==> src/rtl/signed_burst_accumulator_pkg.sv <==
// Shared definitions for the signed burst accumulator slice.
//   - FSM state codes (IDLE, ACC, DONE) as 2-bit constants
//   - Saturation limits for the 8-bit signed result
//   - sat_limit(): picks the clamp value from the sign of the incoming operand
package signed_burst_accumulator_pkg;

  localparam logic [1:0] IDLE = 2'd0;
  localparam logic [1:0] ACC  = 2'd1;
  localparam logic [1:0] DONE = 2'd2;

  localparam logic signed [7:0] SAT_MAX = 8'sh7F;
  localparam logic signed [7:0] SAT_MIN = 8'sh80;

  // acc + operand can only overflow when both have the same sign, so the
  // operand sign alone tells which rail the true result ran past.
  function automatic logic [7:0] sat_limit(input logic operand_neg);
    return operand_neg ? SAT_MIN : SAT_MAX;
  endfunction

endpackage

==> src/rtl/add8_signed_core.sv <==
// Purely combinational 8-bit signed ripple-carry adder.
// Ports:
//   a, b  : 8-bit two's-complement operands
//   cin   : carry in
//   sum   : a + b + cin, low 8 bits
//   cout  : carry out of bit 7
//   v     : signed overflow (carry into bit 7 XOR carry out of bit 7)
module add8_signed_core (
  input  logic [7:0] a,
  input  logic [7:0] b,
  input  logic       cin,
  output logic [7:0] sum,
  output logic       cout,
  output logic       v
);

  logic [8:0] carry;

  always_comb begin
    carry    = '0;
    sum      = '0;
    carry[0] = cin;
    for (int unsigned i = 0; i < 8; i++) begin
      sum[i]       = a[i] ^ b[i] ^ carry[i];
      carry[i + 1] = (a[i] & b[i]) | (a[i] & carry[i]) | (b[i] & carry[i]);
    end
  end

  assign cout = carry[8];
  assign v    = carry[7] ^ carry[8];

endmodule

==> src/rtl/signed_burst_accumulator.sv <==
// Burst accumulator: collects N signed 8-bit operands over a valid/ready
// handshake, sums them through add8_signed_core, and offers one result word
// plus a sticky overflow flag on an output handshake.
// Parameters:
//   N   : operands per burst (1..255)
//   SAT : 1 = clamp to +127/-128 on overflow, 0 = two's-complement wrap
// Ports:
//   clk, rst_n      : clock, asynchronous active-low reset
//   start           : begins a burst; only honoured in IDLE
//   in_valid/in_data/in_ready : operand handshake (in_ready high in ACC)
//   out_valid/out_sum/out_ovf/out_ready : result handshake (valid in DONE)
//   busy            : high in ACC or DONE
//   beat_cnt        : operands accepted in the current burst
module signed_burst_accumulator
  import signed_burst_accumulator_pkg::*;
#(
  parameter int unsigned N   = 4,
  parameter int unsigned SAT = 1
) (
  input  logic       clk,
  input  logic       rst_n,
  input  logic       start,
  input  logic       in_valid,
  input  logic [7:0] in_data,
  output logic       in_ready,
  output logic       out_valid,
  input  logic       out_ready,
  output logic [7:0] out_sum,
  output logic       out_ovf,
  output logic       busy,
  output logic [7:0] beat_cnt
);

  localparam logic [7:0] LAST_BEAT = 8'(N - 1);

  logic [1:0] state;
  logic [7:0] acc;
  logic       ovf;

  logic [7:0] add_sum;
  logic       add_cout;
  logic       add_v;
  logic [7:0] acc_next;

  add8_signed_core u_add (
    .a    (acc),
    .b    (in_data),
    .cin  (1'b0),
    .sum  (add_sum),
    .cout (add_cout),
    .v    (add_v)
  );

  always_comb begin
    acc_next = add_sum;
    if (add_v && (SAT != 0)) begin
      acc_next = sat_limit(in_data[7]);
    end
  end

  always_ff @(posedge clk or negedge rst_n) begin
    if (!rst_n) begin
      state    <= IDLE;
      acc      <= '0;
      ovf      <= 1'b0;
      beat_cnt <= '0;
    end else begin
      case (state)
        IDLE: begin
          if (start) begin
            state    <= ACC;
            acc      <= '0;
            ovf      <= 1'b0;
            beat_cnt <= '0;
          end
        end
        ACC: begin
          // in_ready is exactly (state == ACC), so in_valid alone marks a beat.
          if (in_valid) begin
            acc      <= acc_next;
            ovf      <= ovf | add_v;
            beat_cnt <= beat_cnt + 8'd1;
            if (beat_cnt == LAST_BEAT) begin
              state <= DONE;
            end
          end
        end
        DONE: begin
          if (out_ready) begin
            state <= IDLE;
          end
        end
        default: state <= IDLE;
      endcase
    end
  end

  // Everything below is a register or a pure state decode: acc and ovf only
  // change in IDLE/ACC, so out_sum/out_ovf are stable throughout DONE.
  assign in_ready  = (state == ACC);
  assign out_valid = (state == DONE);
  assign busy      = (state == ACC) || (state == DONE);
  assign out_sum   = acc;
  assign out_ovf   = ovf;

  logic unused_cout;
  assign unused_cout = add_cout;

endmodule

==> config.mk <==
export PLATFORM = sky130hd
export DESIGN_NAME = signed_burst_accumulator
export DESIGN_NICKNAME = d
export VERILOG_FILES = /design/src/rtl/signed_burst_accumulator_pkg.sv /design/src/rtl/add8_signed_core.sv /design/src/rtl/signed_burst_accumulator.sv
export SDC_FILE = /design/constraint.sdc
export NUM_CORES = 1
export LEC_CHECK = 0
export BUFFER_PORTS_ARGS = -buffer_cell sky130_fd_sc_hd__clkbuf_2
export CORE_MARGIN = 2
export CORE_UTILIZATION = 40
export CTS_BUF_LIST = sky130_fd_sc_hd__clkbuf_16
export DETAILED_ROUTE_END_ITERATION = 12
export PLACE_DENSITY = 0.66
export REMOVE_ABC_BUFFERS = 1
export SETUP_SLACK_MARGIN = 0.15
export SLEW_MARGIN = 15
export SYNTH_ARGS = -nofsm -noshare
export SYNTH_HDL_FRONTEND = slang
export SYNTH_HIERARCHICAL = 1
export SYNTH_SLANG_ARGS = --single-unit
==> constraint.sdc <==
create_clock -name clk -period 11.9 [get_ports clk]
set_input_delay 1.19 -clock clk [delete_from_list [all_inputs] [get_ports clk]]
set_output_delay 1.19 -clock clk [all_outputs]
set_load 0.01 [all_outputs]
; ---- Word level (Yosys, flattened, before mapping)
; Cells that the tools add are included.
[word_totals]
reg_bits = 19
in_bits = 13
out_inout_bits = 20
word_cells = 85
[op_classes]
add_sub_neg = 1
n_eq_ne = 7
mux = 15
bitwise = 53
n_reduce_logical = 5
[ops]
columns = cell, n
row1 = 2-to-1 mux 8 bit, 5
row2 = one-hot mux 8 bit (2 select lines), 2
row3 = bitwise AND 1 bit, 22
row4 = bitwise XOR 1 bit, 16
row5 = bitwise OR 1 bit, 15
row6 = adder 8 x 1 -> 8 bit (second input constant), 1
row7 = == test 8 x 2 -> 1 bit (second input constant), 1
row8 = 2-to-1 mux 2 bit, 4
row9 = one-hot mux 2 bit (3 select lines), 1
row10 = != test 2 x 1 -> 1 bit (second input constant), 2
row11 = != test 2 bit (second input constant), 2
row12 = AND reduction 4 bit, 1
row13 = AND reduction 3 bit, 1
row14 = == test 2 x 1 -> 1 bit (second input constant), 1
row15 = == test 2 bit (second input constant), 1
row16 = zero test 2 bit, 1
row17 = 2-to-1 mux 1 bit, 2
row18 = one-hot mux 1 bit (2 select lines), 1
row19 = nonzero test 2 bit, 1
row20 = logical OR 1 bit, 1

; ---- Longest topological paths before layout
[depth]
depth_word = 26
ltp_mapped = 17
mapped_depth_nobuf = 16

; ---- By module
; Netlist, hierarchy kept.
[by_module_without_submodules]
columns = mod, instances, cells_per_inst, area_per_inst_um2, seq_area_each_um2
row1 = signed_burst_accumulator, 1, 109, 1017.2, 475.5
row2 = add8_signed_core, 1, 19, 206.4, 0.0

; ---- Worst setup path after synthesis
; No wires, ideal clock.
[synth_timing]
kind = input-to-reg
startpoint = in in_data[0]
endpoint = reg acc[4] (netlist: out_sum[4])
setup_ps = 121
t_arrival_ps = 4694
required_ps = 11779
setup_slack_ps = 7085
cell_stages = 15
n_path_buf = 1
cell_sequence = inv_1 -> fa_1 -> inv_1 -> fa_1 -> fa_1 -> fa_1 -> fa_1 -> fa_1 -> fa_1 -> inv_1 -> fa_1 -> xnor2_1 -> clkbuf_1 -> o21ai_0 -> a22o_1
[synth_via]
elab_chain_cells = 26
word_cells_on_any_way = 34
cone_classes = mux: 3 / bitwise: 31
[synth_rtl]
columns = element, line
row1 = from (decl), signed_burst_accumulator.sv:24  ; input logic [7:0] in_data,
row2 = bitwise AND 1 bit *, add8_signed_core.sv:25  ; carry[i + 1] = (a[i] & b[i]) | (a[i] & carry[i]) | (b[i] & carry[i]);
row3 = bitwise AND 1 bit, add8_signed_core.sv:25
row4 = bitwise OR 1 bit, add8_signed_core.sv:25
row5 = bitwise OR 1 bit *, add8_signed_core.sv:25
row6 = bitwise AND 1 bit, add8_signed_core.sv:25
row7 = bitwise OR 1 bit, add8_signed_core.sv:25
row8 = bitwise OR 1 bit *, add8_signed_core.sv:25
row9 = bitwise AND 1 bit, add8_signed_core.sv:25
row10 = (+10 left out), n/a
row11 = bitwise OR 1 bit *, add8_signed_core.sv:25
row12 = bitwise AND 1 bit, add8_signed_core.sv:25
row13 = bitwise OR 1 bit (2 in series), add8_signed_core.sv:25
row14 = bitwise XOR 1 bit *, add8_signed_core.sv:30  ; assign v = carry[7] ^ carry[8];
row15 = net add_v, signed_burst_accumulator.sv:42  ; logic add_v;
row16 = 2-to-1 mux 8 bit *, signed_burst_accumulator.sv:56  ; if (add_v && (SAT != 0)) begin
row17 = 2-to-1 mux 8 bit *, signed_burst_accumulator.sv:79  ; if (in_valid) begin
row18 = one-hot mux 8 bit (2 select lines) *, signed_burst_accumulator.sv:68  ; case (state)
row19 = to (signal assigned), signed_burst_accumulator.sv:80  ; acc <= acc_next;
row20 = to (decl), signed_burst_accumulator.sv:37  ; logic [7:0] acc;
; The timed path passes the listed nets; every way through them passes the cells marked *. The select of a mux whose other input is x is not followed.
; A chain may end at the register's enable or synchronous reset.

; ---- Worst setup path after layout
[layout_timing]
startpoint = in in_data[0]
endpoint = reg acc[7] (netlist: out_sum[7])
; Same word-level chain as after synthesis.

==> summary.md <==
| Metric | Value |
|---|---|
| Status | completed |
| Synth Cell Area | approximately 1200 um2 |
| Final setup fails | 0 |
| IO Count | 33 |
| Crit share post-route | about 41% |
| Worst-Margin Slew | around 0.78 ns |
| Row count | 20 |
| Port Buf Inserts | 32 |
| CTS tree | done |
| Hold Startpoint | out_ovf |
| Worst reg2reg setup slack | between 7 and 8 ns |
| Post-CTS setup buffer count | 0 |
| Cell area after layout | 1480 um2 |
| Total GRT Usage | 16.2% |
| Antenna fix cells | 0 |
| Clk_skew | around 0.0015 ns |
| Unrepaired setup endpoints after global routing | no |
| Final min period | 4.91 ns |
| Initial Util | between 40% and 50% |
| Critical path arrival | 5.08 ns |
| Post-CTS Resized | 0 |
| Worst IR drop on VDD | about 110 uV |
| TritonCTS Sinks | 19 |
| Vias per cell | 5.15 |
| Hold Vio Cnt, Final | 0 |
| Total Wirelength | about 2.6 mm |
| DIE WIDTH | ~59 um |
| Total CTS buffers | 3 |
| Final ANT Viol Nets | 0 |
| Layout Utilization | about half |
| Slew Limit Fails | 0 |
| Worst r2r path cells | 14 |
| Hold WS | 0.508 ns |
| Setup CP Type | in -> reg |
| Area Overhead vs Synth | 21.2% |
| Syn Inst Count | between 100 and 150 |
| Initial antenna violation count | 0 |
| Placed inst area | between 1000 and 1500 um2 |
| CTS max path bufs | 2 |
| Crit end category | flop |
| Worst hold endpoint | out_ovf |
| WL per Instance | around 13 um |
| Share of cells above drive strength 1 | between 20% and 30% |
| Fmax | approximately 0.2 GHz |
| CP max FO | 11 |
| Grt ovf | 0 |
| H-tree depth | 1 |
| Vias in the first global route | 964 |
| Power Dens Cells | between 200 and 250 nW/um2 |
| Final worst setup slack | between 6 and 7 ns |
| Syn_area_per_cell | 9.61 um2 |
| Remaining DRCs | 0 |
| Clock Latency Late Sink | ~0.25 ns |
| Iteration-0 DRC Markers | 12 |
| Drt pass-1 iters | 4 |
| Die area | between 3000 and 4000 um2 |
| Sum of negative setup slack | 0 ns |
| Data required time at the worst endpoint | 12.06 ns |
| CTS clk-pin slew, worst paths | roughly 0.060 ns |
| Tightest slew margin relative to the limit | 47.8% |
| Placer Congestion | roughly 0.8 |
| Largest net degree at the start of global routing | 20 |
| WHS Path Cells | 2 |
| Detailed Place HPWL | 2.00 mm |
| Max cap viols | 0 |
| Place WS | 6.72 ns |
| Class of the worst hold path | reg -> reg |
| Vert. Die Dim | ~59 um |
| Via count of the routed design | 988 |
| R2R Path End | out_sum[7] |
| Critical path launch point type | input port |
| Synth warn | 6 |
| LEAKAGE | between 0.7 and 0.8 nW |
| Clock Tree Root | clkbuf_16 |
| Reg2reg start | out_sum[0] |
| Area of the core | a little under 3000 um2 |
| First-pass GRT wire length | between 4 and 5 mm |
| Hold_buf cts | 0 |
| NumNets Final | approximately 190 |
## stage by stage
| step | std cells | power (W) |
|---|---|---|
| global route | 192 | 0.000390 |
| finish | 192 | 0.000357 |
| CTS | 192 | 0.000361 |
| global placement | 188 | 0.000283 |
| detailed placement | 188 | 0.000290 |
| floorplan | 123 | 0.000231 |
## layout make-up
type / count / area, um2
Clock buffer: 3 / 75.1
Clock inverter: 1 / 5.00
Fill cell: 297 / 1500
Inverter: 15 / 56.3
Multi-Input combinational cell: 89 / 666
Sequential cell: 19 / 475
Tap cell: 33 / 41.3
Timing Repair Buffer: 32 / 160
## state kept, by name (all words and copies together), names as in the netlist
name and flops:
beat_cnt 8, out_ovf 1, state 2, out_sum 8
## how the worst max path moves through the flow
stage | startpoint | endpoint | slack, ns
final | in_data[0] | out_sum[7] | 6.99
after floorplan | in_data[0] | out_sum[4] | 7.17
after global routing | in_data[0] | out_sum[7] | 6.67
after CTS | in_data[0] | out_sum[7] | 6.98
after detailed placement | in_data[0] | out_sum[6] | 6.72
after global placement | in_data[0] | out_sum[7] | 6.86
## power breakdown
part / internal (W) / total [W] / switching (W)
sequential: 0.0000854 / 0.000107 / 0.0000213
combinational: 0.0000749 / 0.000180 / 0.000105
clock: 0.0000451 / 0.0000704 / 0.0000253
total: 0.000205 / 0.000357 / 0.000152
## metal layers
| metal | share of wire (%) | wire (um) | track usage (%) | up-vias |
|---|---|---|---|---|
| met3 | 4.3 | 111 | 3.28 | 2 |
| met4 | 0.74 | 19 | 6.82 | 0 |
| met2 | 51 | 1300 | 26.2 | 18 |
| li1 | - | - | - | 484 |
| met1 | 44 | 1120 | 21.1 | 484 |
| met5 | 0 | 0 | 0 | - |
## critical path, cell delays in order
cell	delay [ns]
clkbuf_2	0.08
inv_1	0.06
fa_1	0.16
inv_1	0.05
fa_1	0.37
fa_1	0.39
fa_1	0.39
fa_1	0.41
fa_1	0.42
fa_1	0.42
xnor2_1	0.66
nand2_1	0.13
o21ai_0	0.12
nand2_1	0.07
o21ai_0	0.16
## cell usage in the layout (no fill, tap or decap), drive strengths merged, types with 2 or more instances in the layout
cell type / n
nand3: 5
nand2: 11
nor2: 10
o21ai: 13
mux2: 2
nor2b: 2
inv: 15
fa: 8
or3: 3
a21oi: 4
nand2b: 3
ha: 5
xnor2: 3
nor4: 2
dfrtp: 19
a22o: 4
nand4: 3
clkbuf: 35
Note: power is estimated with default switching activity, not from simulation.
